$ cat src/rtl/chunk_sum_if.sv
// chunk_sum_if: start/ready/valid/done stream bundle between a chunk_sum and its neighbours.
interface chunk_sum_if;
    logic               __start;
    logic signed [31:0] chunk;
    logic               __in_valid;
    logic               __in_done;
    logic signed [31:0] __in_0;
    logic               __in_ready;
    logic               __ready;
    logic               __valid;
    logic               __done;
    logic signed [31:0] __output_0;
    logic signed [31:0] __output_1;

    modport master (
        output __start, chunk, __in_valid, __in_done, __in_0, __ready,
        input  __in_ready, __valid, __done, __output_0, __output_1
    );

    modport slave (
        input  __start, chunk, __in_valid, __in_done, __in_0, __ready,
        output __in_ready, __valid, __done, __output_0, __output_1
    );
endinterface

$ cat src/rtl/chunk_sum.sv
// chunk_sum: groups a signed stream into run-time sized chunks, emits wrapped sum and count per chunk,
// flushes a partial chunk at end of stream and then emits a separate done beat.
module chunk_sum (
    input logic       __clock,
    input logic       __reset,
    chunk_sum_if.slave bus
);
    typedef enum logic [1:0] {IDLE, ACCUM, FLUSH} state_t;

    state_t             state_q, state_d;
    logic signed [31:0] chunk_q, chunk_d, acc_q, acc_d, cnt_q, cnt_d;
    logic signed [31:0] out0_q, out0_d, out1_q, out1_d;
    logic               valid_q, valid_d, done_q, done_d;
    logic               accept, empty_start;
    logic signed [31:0] cnt_inc, acc_sum;

    assign bus.__in_ready = state_q == ACCUM && (!valid_q || bus.__ready) && !bus.__start;
    assign bus.__valid    = valid_q;
    assign bus.__done     = done_q;
    assign bus.__output_0 = out0_q;
    assign bus.__output_1 = out1_q;

    assign accept      = bus.__in_valid && bus.__in_ready;
    assign empty_start = bus.chunk <= 32'sd0;
    assign cnt_inc     = cnt_q + 32'sd1;
    assign acc_sum     = acc_q + bus.__in_0;

    always_comb begin
        state_d = state_q;
        chunk_d = chunk_q;
        acc_d   = acc_q;
        cnt_d   = cnt_q;
        out0_d  = out0_q;
        out1_d  = out1_q;
        valid_d = valid_q && !bus.__ready;
        done_d  = done_q && !bus.__ready;
        if (bus.__start) begin
            chunk_d = bus.chunk;
            acc_d   = '0;
            cnt_d   = '0;
            valid_d = empty_start;
            done_d  = empty_start;
            state_d = empty_start ? IDLE : ACCUM;
        end else if (accept && bus.__in_done) begin
            // a partial chunk goes out first; the done beat follows from FLUSH
            valid_d = 1'b1;
            acc_d   = '0;
            cnt_d   = '0;
            if (cnt_q > 32'sd0) begin
                out0_d  = acc_q;
                out1_d  = cnt_q;
                done_d  = 1'b0;
                state_d = FLUSH;
            end else begin
                done_d  = 1'b1;
                state_d = IDLE;
            end
        end else if (accept) begin
            if (cnt_inc == chunk_q) begin
                out0_d  = acc_sum;
                out1_d  = cnt_inc;
                valid_d = 1'b1;
                done_d  = 1'b0;
                acc_d   = '0;
                cnt_d   = '0;
            end else begin
                acc_d = acc_sum;
                cnt_d = cnt_inc;
            end
        end else if (state_q == FLUSH && (!valid_q || bus.__ready)) begin
            valid_d = 1'b1;
            done_d  = 1'b1;
            state_d = IDLE;
        end
    end

    always_ff @(posedge __clock or negedge __reset) begin
        if (!__reset) begin
            state_q <= IDLE;
            chunk_q <= '0;
            acc_q   <= '0;
            cnt_q   <= '0;
            out0_q  <= '0;
            out1_q  <= '0;
            valid_q <= 1'b0;
            done_q  <= 1'b0;
        end else begin
            state_q <= state_d;
            chunk_q <= chunk_d;
            acc_q   <= acc_d;
            cnt_q   <= cnt_d;
            out0_q  <= out0_d;
            out1_q  <= out1_d;
            valid_q <= valid_d;
            done_q  <= done_d;
        end
    end
endmodule
$ cat src/flat_wrapper.sv
// flat-port wrapper written by rule: the top's interface ports become plain ports
module chunk_sum_flat 
  (__clock, __reset, bus___start, bus_chunk, bus___in_valid, bus___in_done, bus___in_0, bus___ready, bus___in_ready, bus___valid, bus___done, bus___output_0, bus___output_1);
  chunk_sum_if bus_i ();
  input logic __clock;
  input logic __reset;
  input wire logic [$bits(bus_i.__start)-1:0] bus___start;
  input wire logic [$bits(bus_i.chunk)-1:0] bus_chunk;
  input wire logic [$bits(bus_i.__in_valid)-1:0] bus___in_valid;
  input wire logic [$bits(bus_i.__in_done)-1:0] bus___in_done;
  input wire logic [$bits(bus_i.__in_0)-1:0] bus___in_0;
  input wire logic [$bits(bus_i.__ready)-1:0] bus___ready;
  output wire logic [$bits(bus_i.__in_ready)-1:0] bus___in_ready;
  output wire logic [$bits(bus_i.__valid)-1:0] bus___valid;
  output wire logic [$bits(bus_i.__done)-1:0] bus___done;
  output wire logic [$bits(bus_i.__output_0)-1:0] bus___output_0;
  output wire logic [$bits(bus_i.__output_1)-1:0] bus___output_1;
  assign bus_i.__start = bus___start;
  assign bus_i.chunk = bus_chunk;
  assign bus_i.__in_valid = bus___in_valid;
  assign bus_i.__in_done = bus___in_done;
  assign bus_i.__in_0 = bus___in_0;
  assign bus_i.__ready = bus___ready;
  assign bus___in_ready = bus_i.__in_ready;
  assign bus___valid = bus_i.__valid;
  assign bus___done = bus_i.__done;
  assign bus___output_0 = bus_i.__output_0;
  assign bus___output_1 = bus_i.__output_1;
  chunk_sum u_core (.__clock(__clock), .__reset(__reset), .bus(bus_i));
endmodule
$ cat config.mk
export PLATFORM = sky130hd
export DESIGN_NAME = chunk_sum_flat
export DESIGN_NICKNAME = d
export VERILOG_FILES = /design/src/rtl/chunk_sum_if.sv /design/src/rtl/chunk_sum.sv /design/src/flat_wrapper.sv
export SDC_FILE = /design/constraint.sdc
export NUM_CORES = 1
export LEC_CHECK = 0
export CAP_MARGIN = 20
export CORE_ASPECT_RATIO = 1.5
export CORE_MARGIN = 5
export CORE_UTILIZATION = 28
export CTS_BUF_LIST = sky130_fd_sc_hd__clkbuf_2 sky130_fd_sc_hd__clkbuf_4 sky130_fd_sc_hd__clkbuf_8
export CTS_CLUSTER_SIZE = 30
export DETAILED_ROUTE_END_ITERATION = 10
export HOLD_SLACK_MARGIN = 0.08
export PLACE_DENSITY = 0.47
export REMOVE_ABC_BUFFERS = 1
export SLEW_MARGIN = 20
export SYNTH_ARGS = -nofsm -noshare
export SYNTH_HDL_FRONTEND = slang
export SYNTH_SLANG_ARGS = --single-unit
$ cat constraint.sdc
create_clock -name __clock -period 3.59 [get_ports __clock]
set_input_delay 0.8975 -clock __clock [delete_from_list [all_inputs] [get_ports __clock]]
set_output_delay 0.8975 -clock __clock [all_outputs]
set_load 0.02 [all_outputs]
# == After elaboration in Yosys (flattened, before gate mapping) ==
# Cells that the tools add are included.
# totals
latchBits,0
out_inout_bits,67
romBits,0
ramBits,0
memories,0
register_bits,164
# op_classes
add_sub_neg,2
n_eq_ne,5
n_lt_le_gt_ge,2
div,0
bitwise,1
n_mux,33
n_shift,0
n_reduce_logical,17
multipliers,0
# ops
cell,count
$mux 32,16
$add 32x2->32 const B,1
$add 32x32->32,1
$eq 32x32->1,1
$gt 32x1->1 const B,1
$le 32x1->1 const B,1
$mux 1,12
$mux 2,5
$logic_and 1x1->1,7
$reduce_bool 3->1,2
$reduce_and 4->1,1
$reduce_bool 2->1,2
$logic_not 1->1,3
$ne 3x3->1 const B,1
$eq 2x1->1 const B,1
$eq 2x2->1 const B,1
$ne 2x2->1 const B,1
$reduce_and 2->1,1
$logic_or 1x1->1,1
$not 1->1,1

# == Longest topological paths before layout ==
# Gate-level depths: netlist (run 1).
# logic_depth
word_depth,8
ltp_mapped,14
ltp_nobuf,11

# == Least setup slack after synthesis (run 1) ==
# Ideal clock, no wire load.
# synth_path
kind,in2reg
startpoint,input port bus___in_0[18]
endpoint,register u_core.out0_q[31] (netlist: u_core.bus.__output_0[31])
required_time_ns,3.508
path_slack_ns,0.141
cell_stages,10
arrival_ns,3.367
n_path_buf,0
cell_sequence,ha_1 > a2111oi_0 > o21ai_0 > a211oi_1 > a211oi_1 > a221oi_1 > o21bai_1 > a211oi_1 > o21ai_0 > a31oi_1
# synth_between
elab_chain_cells,4
# synth_rtl
item,line,source
"start, declared",flat_wrapper.sv:11,input wire logic [$bits(bus_i.__in_0)-1:0] bus___in_0;
$add 32x32->32,chunk_sum.sv:26,assign acc_sum = acc_q + bus.__in_0;
$mux 32,chunk_sum.sv:59,if (cnt_inc == chunk_q) begin
$mux 32,chunk_sum.sv:58,end else if (accept) begin
$mux 32,chunk_sum.sv:44,end else if (accept && bus.__in_done) begin
"end signal, assigned",chunk_sum.sv:92,out0_q <= out0_d;
"end, declared",chunk_sum.sv:12,"logic signed [31:0] out0_q, out0_d, out1_q, out1_d;"
# No other way between the ends. The select of a mux whose other input is x is not followed.
# A chain may end at the register's enable or synchronous reset.

# == Worst setup path in the final report (run 1) ==
# layout_path
startpoint,register u_core.cnt_q[1]
endpoint,register u_core.out0_q[23] (netlist: u_core.bus.__output_0[23])
# layout_between
elab_chain_cells,4
# layout_rtl
item,line,source
"start, declared",chunk_sum.sv:11,"logic signed [31:0] chunk_q, chunk_d, acc_q, acc_d, cnt_q, cnt_d;"
"start signal, assigned",chunk_sum.sv:91,cnt_q <= cnt_d;
$add 32x2->32,chunk_sum.sv:25,assign cnt_inc = cnt_q + 32'sd1;
$eq 32x32->1,chunk_sum.sv:59,
$reduce_bool 2->1 (no line),n/a,
$reduce_and 4->1 (no line) *,n/a,
# Mark *: on every way between the ends. The rest lies on a longest branch, timed or not.

==> impl_metrics.py, run 1 <==
metrics = {
    "outcome": {
        "run_status": "complete, no violations",
    },
    "critical_path": {
        "critical_path.startpoint_type": "register",
        "setup.worst_path.class": "register to register",
        "crit_path_max_incr_delay_ns": 0.61,
        "worstSetupStartpoint": "u_core.cnt_q[1]",
        "critical_path.slowest_cell": "sky130_fd_sc_hd__or4_4",
        "crit_arrival_ns": 3.96,
        "worst-path-max-fanout": 7,
        "reg2reg_from": "u_core.cnt_q[1]",
        "required_ns": 3.98,
        "endpoint_kind": "register",
        "crit_chain": "ha_2 -> nand4_1 -> or4_4 -> buf_6 -> xnor2_2 -> a311oi_2 -> and4_1 -> buf_6 -> nand4_4 -> o31ai_4 -> buf_6 -> clkbuf_16 -> buf_12 -> o211ai_1 -> o21a_1",
        "cp_common_cell": "sky130_fd_sc_hd__buf_6",
    },
    "power": {
        "switching_power_mw": 1.708,
        "vdd_drop_max_mv": 0.1979,
        "power_switching_share": 0.3207,
        "clk_network_pwr_share": 0.274,
        "power_report.internal_total_mw": 3.617,
        "power.sequential.fraction": 0.425,
        "comb_power_share": 0.302,
        "p_total_mw": 5.325,
        "power.static_leakage_nw": 5.972,
        "power_density_mw_per_mm2": 380.3,
    },
    "floorplan": {
        "fp.coreArea_mm2": 0.03605,
        "floorplan.die.height_um": 244.2,
        "die_width_um": 166.2,
        "row_count": 85,
        "design.die.area_mm2": 0.04058,
        "initial_core_util": 0.2841,
        "ioPinCount": 137,
    },
    "synthesis": {
        "async_flop_share": 1.000,
        "synth_fa_ha_area_frac": 0.04227,
        "synth_enable_flop_cells": 0,
        "synthSimpleGateAreaFrac": 0.1954,
        "dominant_combinational_cell_family_by_area_after_synthesis": "simple AND/OR/NAND/NOR gates",
        "synth-main-ff-cell": "sky130_fd_sc_hd__dfrtp_1",
        "syn_inst": 1150,
        "post_synth_mux_area_share": 0.05473,
        "ys_seq_elements": 164,
        "synth-compound-area-share": 0.1781,
        "synth.yosys.warnings": 0,
        "syn-cell-area_mm2": 0.01024,
        "synthXorXnorAreaFrac": 0.07954,
        "synth_sequential_area_ratio": 0.4007,
        "avgSynthCellArea_um2": 8.905,
        "synthDistinctLibCells": 70,
    },
    "grt": {
        "overflow": 0,
        "gr-usage-all-layers": 0.1704,
        "grt_antenna_before_repair": 1,
        "vias_in_the_first_global_route": 9673,
        "met1_usage": 0.1844,
        "grt_use_met3": 0.02407,
        "grtUsageMet2": 0.3218,
        "grt_max_degree": 67,
        "grt-busiest-layer": "met2",
        "grt_pass1_wl_mm": 54.36,
    },
    "run": {
        "drv.max_cap_violation_count": 0,
    },
    "detailed_routing": {
        "drc": 0,
        "via_count": 9543,
        "drt-vias-per-instance": 5.036,
        "wl_per_cell_um": 18.69,
        "drt_wl_total_mm": 35.43,
        "drt-pass1-iter-count": 5,
        "final_antenna_net_count": 0,
        "dr.first_iter.drc_count": 462,
    },
    "sta": {
        "slew_headroom": 0.5931,
        "worst_pin_slew_ns": 0.6103,
        "period_utilization_post_route": 0.9951,
        "final_max_slew_viol_count": 0,
        "report.final.hold_viol_count": 0,
        "finalClockSkew_ns": 0.01882,
        "post-route-min-period_ns": 3.572,
        "hold_ws_ns": 0.3771,
        "achievable-frequency_ghz": 0.2799,
        "fin_ws_ns": 0.01765,
        "rsz0062_at_grt": "true",
        "report.final.setup_viol": 0,
    },
    "layout": {
        "nets": 1509,
        "postLayoutCellArea_mm2": 0.01400,
        "drive_gt1_frac": 0.2062,
        "flow.area_growth_from_synthesis_pct": 36.73,
        "final_cell_mix": "sky130_fd_sc_hd__dfrtp_1 (164), sky130_fd_sc_hd__buf_4 (160), sky130_fd_sc_hd__clkdlybuf4s50_1 (134)",
        "fin_cells": 1895,
        "layout_commonest_cell": "sky130_fd_sc_hd__dfrtp_1",
    },
    "min_path": {
        "class_of_the_tightest_hold_or_removal_check": "primary input to asynchronous set/reset pin",
    },
    "clock_network": {
        "path_clk_slew_ns": 0.10,
        "cts-root-buf": "sky130_fd_sc_hd__clkbuf_8",
        "hold_buffers": 0,
        "cts_buffers": 17,
        "cts.sinks": 164,
        "ctsHtreeMaxLevel": 4,
        "clock_insertion_delay_worst_skew_ns": 0.50,
        "tritoncts": "done",
        "clockBufferDepth": 2,
    },
    "place": {
        "dp_cells": 1855,
        "gp_congestion": 0.9800,
        "place_area_mm2": 0.01322,
        "port_buffers": 136,
        "dp_hpwl_mm": 26.95,
        "detailedPlace.worstSlack_ns": -0.6494,
    },
}
-- metrics by stage --
| step | utilization | TNS (ns) |
|---|---|---|
| floorplan | - | -205.38 |
| global placement | 0.3668 | -11.57 |
| detailed placement | 0.3668 | -11.44 |
| CTS | 0.3793 | 0 |
| global route | 0.3884 | -3.237 |
| finish | 0.3884 | 0 |
-- path summary, 6_finish.rpt --
check	endpoint	slack [ns]	cells after the start
worst max-delay path	u_core.bus.__output_0[23]	0.02	15
worst min-delay path	u_core.bus.__output_1[28]	0.38	1
worst max register to register	u_core.bus.__output_0[23]	0.02	15
worst min register to register	u_core.acc_q[31]	0.49	1
max in group asynchronous	u_core.cnt_q[7]	2.44	2
min in group __clock	u_core.acc_q[31]	0.49	1
-- what timing repair did --
| item | CTS | global route |
|---|---|---|
| pin swaps | 5 | 8 |
| setup buffers | 1 | 6 |
| endpoints found under the setup margin | 23 | 80 |
| gates resized for setup | 5 | 51 |
| gates cloned | 0 | 2 |
-- flip-flops by register name, indices dropped and copies added, names as in the netlist --
register and flops:
u_core.state_q 2, u_core.bus.__valid 1, u_core.acc_q 32, u_core.chunk_q 32
u_core.cnt_q 32, u_core.bus.__done 1, u_core.bus.__output_0 32, u_core.bus.__output_1 32
-- metal layers --
layer | share of wire | vias to the layer above
li1 | - | 4626
met5 | 0 | -
met3 | 0.027 | 75
met2 | 0.53 | 218
met1 | 0.40 | 4624
met4 | 0.044 | 0
-- worst max-delay path, delay by kind of cell (launching register included) --
kind	cells	cell delay (ns)
xor gates and xnor gates	1	0.13
adders and majority gates	1	0.19
buffers and inverters	5	0.74
DFF	1	0.39
AOI/OAI and AO/OA	4	0.76
and+or+nand+nor	4	1.24
-- layout make-up --
type                       count  area (um^2)
fill                        3583        22050
timing repair buffer         317         2930
clock inverter                 9        130.1
antenna                        1        2.502
sequential                   164         4104
inverter                      28        105.1
clock buffer                  21        276.5
multi-input combinational    877         5856
tap                          478        598.1
-- cell usage after synthesis (12+ instances only) --
master,n,area share
sky130_fd_sc_hd__nand3_1,36,0.018
sky130_fd_sc_hd__nand2_1,126,0.046
sky130_fd_sc_hd__xor2_1,27,0.023
sky130_fd_sc_hd__buf_2,28,0.014
sky130_fd_sc_hd__nor4_1,26,0.016
sky130_fd_sc_hd__a31oi_1,34,0.021
sky130_fd_sc_hd__dfrtp_1,164,0.40
sky130_fd_sc_hd__ha_1,33,0.040
sky130_fd_sc_hd__clkbuf_1,39,0.014
sky130_fd_sc_hd__mux2i_1,20,0.020
sky130_fd_sc_hd__a21o_1,17,0.012
sky130_fd_sc_hd__o21ai_0,65,0.032
sky130_fd_sc_hd__nand4_1,25,0.015
sky130_fd_sc_hd__a22o_1,13,0.011
sky130_fd_sc_hd__a21oi_1,94,0.046
sky130_fd_sc_hd__inv_1,28,0.010
sky130_fd_sc_hd__nor3_1,12,0.0059
sky130_fd_sc_hd__xnor2_1,66,0.056
sky130_fd_sc_hd__nor2_1,107,0.039
sky130_fd_sc_hd__mux2_2,32,0.035
-- kinds of logic after synthesis --
logic type               after synthesis
AND/OR/NAND/NOR                      406
AO/OA/AOI/OAI                        292
flip-flops                           164
buffers and inverters                109
XOR/XNOR                              93
multiplexers                          52
adder cells (fa/ha/maj)               34
-- power groups by stage --
stage               Sequential (mW)  Combinational [mW]  Clock (mW)
floorplan                      2.50               0.558           0
global placement               2.29                1.58           0
detailed placement             2.30                1.59           0
CTS                            2.26                1.60        1.52
global route                   2.30                1.74        1.58
finish                         2.26                1.61        1.46
No activity file was read; power rests on OpenSTA's default activity.
==> run 2, diff against run 1 <==
--- a/config.mk
+++ b/config.mk
@@ -9,10 +9,10 @@
 export CORE_ASPECT_RATIO = 1.5
 export CORE_MARGIN = 5
 export CORE_UTILIZATION = 28
-export CTS_BUF_LIST = sky130_fd_sc_hd__clkbuf_2 sky130_fd_sc_hd__clkbuf_4 sky130_fd_sc_hd__clkbuf_8
+export CTS_BUF_LIST = sky130_fd_sc_hd__clkbuf_4 sky130_fd_sc_hd__clkbuf_8
 export CTS_CLUSTER_SIZE = 30
 export DETAILED_ROUTE_END_ITERATION = 10
-export HOLD_SLACK_MARGIN = 0.08
+export HOLD_SLACK_MARGIN = 0.02
 export PLACE_DENSITY = 0.47
 export REMOVE_ABC_BUFFERS = 1
 export SLEW_MARGIN = 20
==> results of run 2 <==
The final DEF is identical to that of run 1; final timing and power are the same.
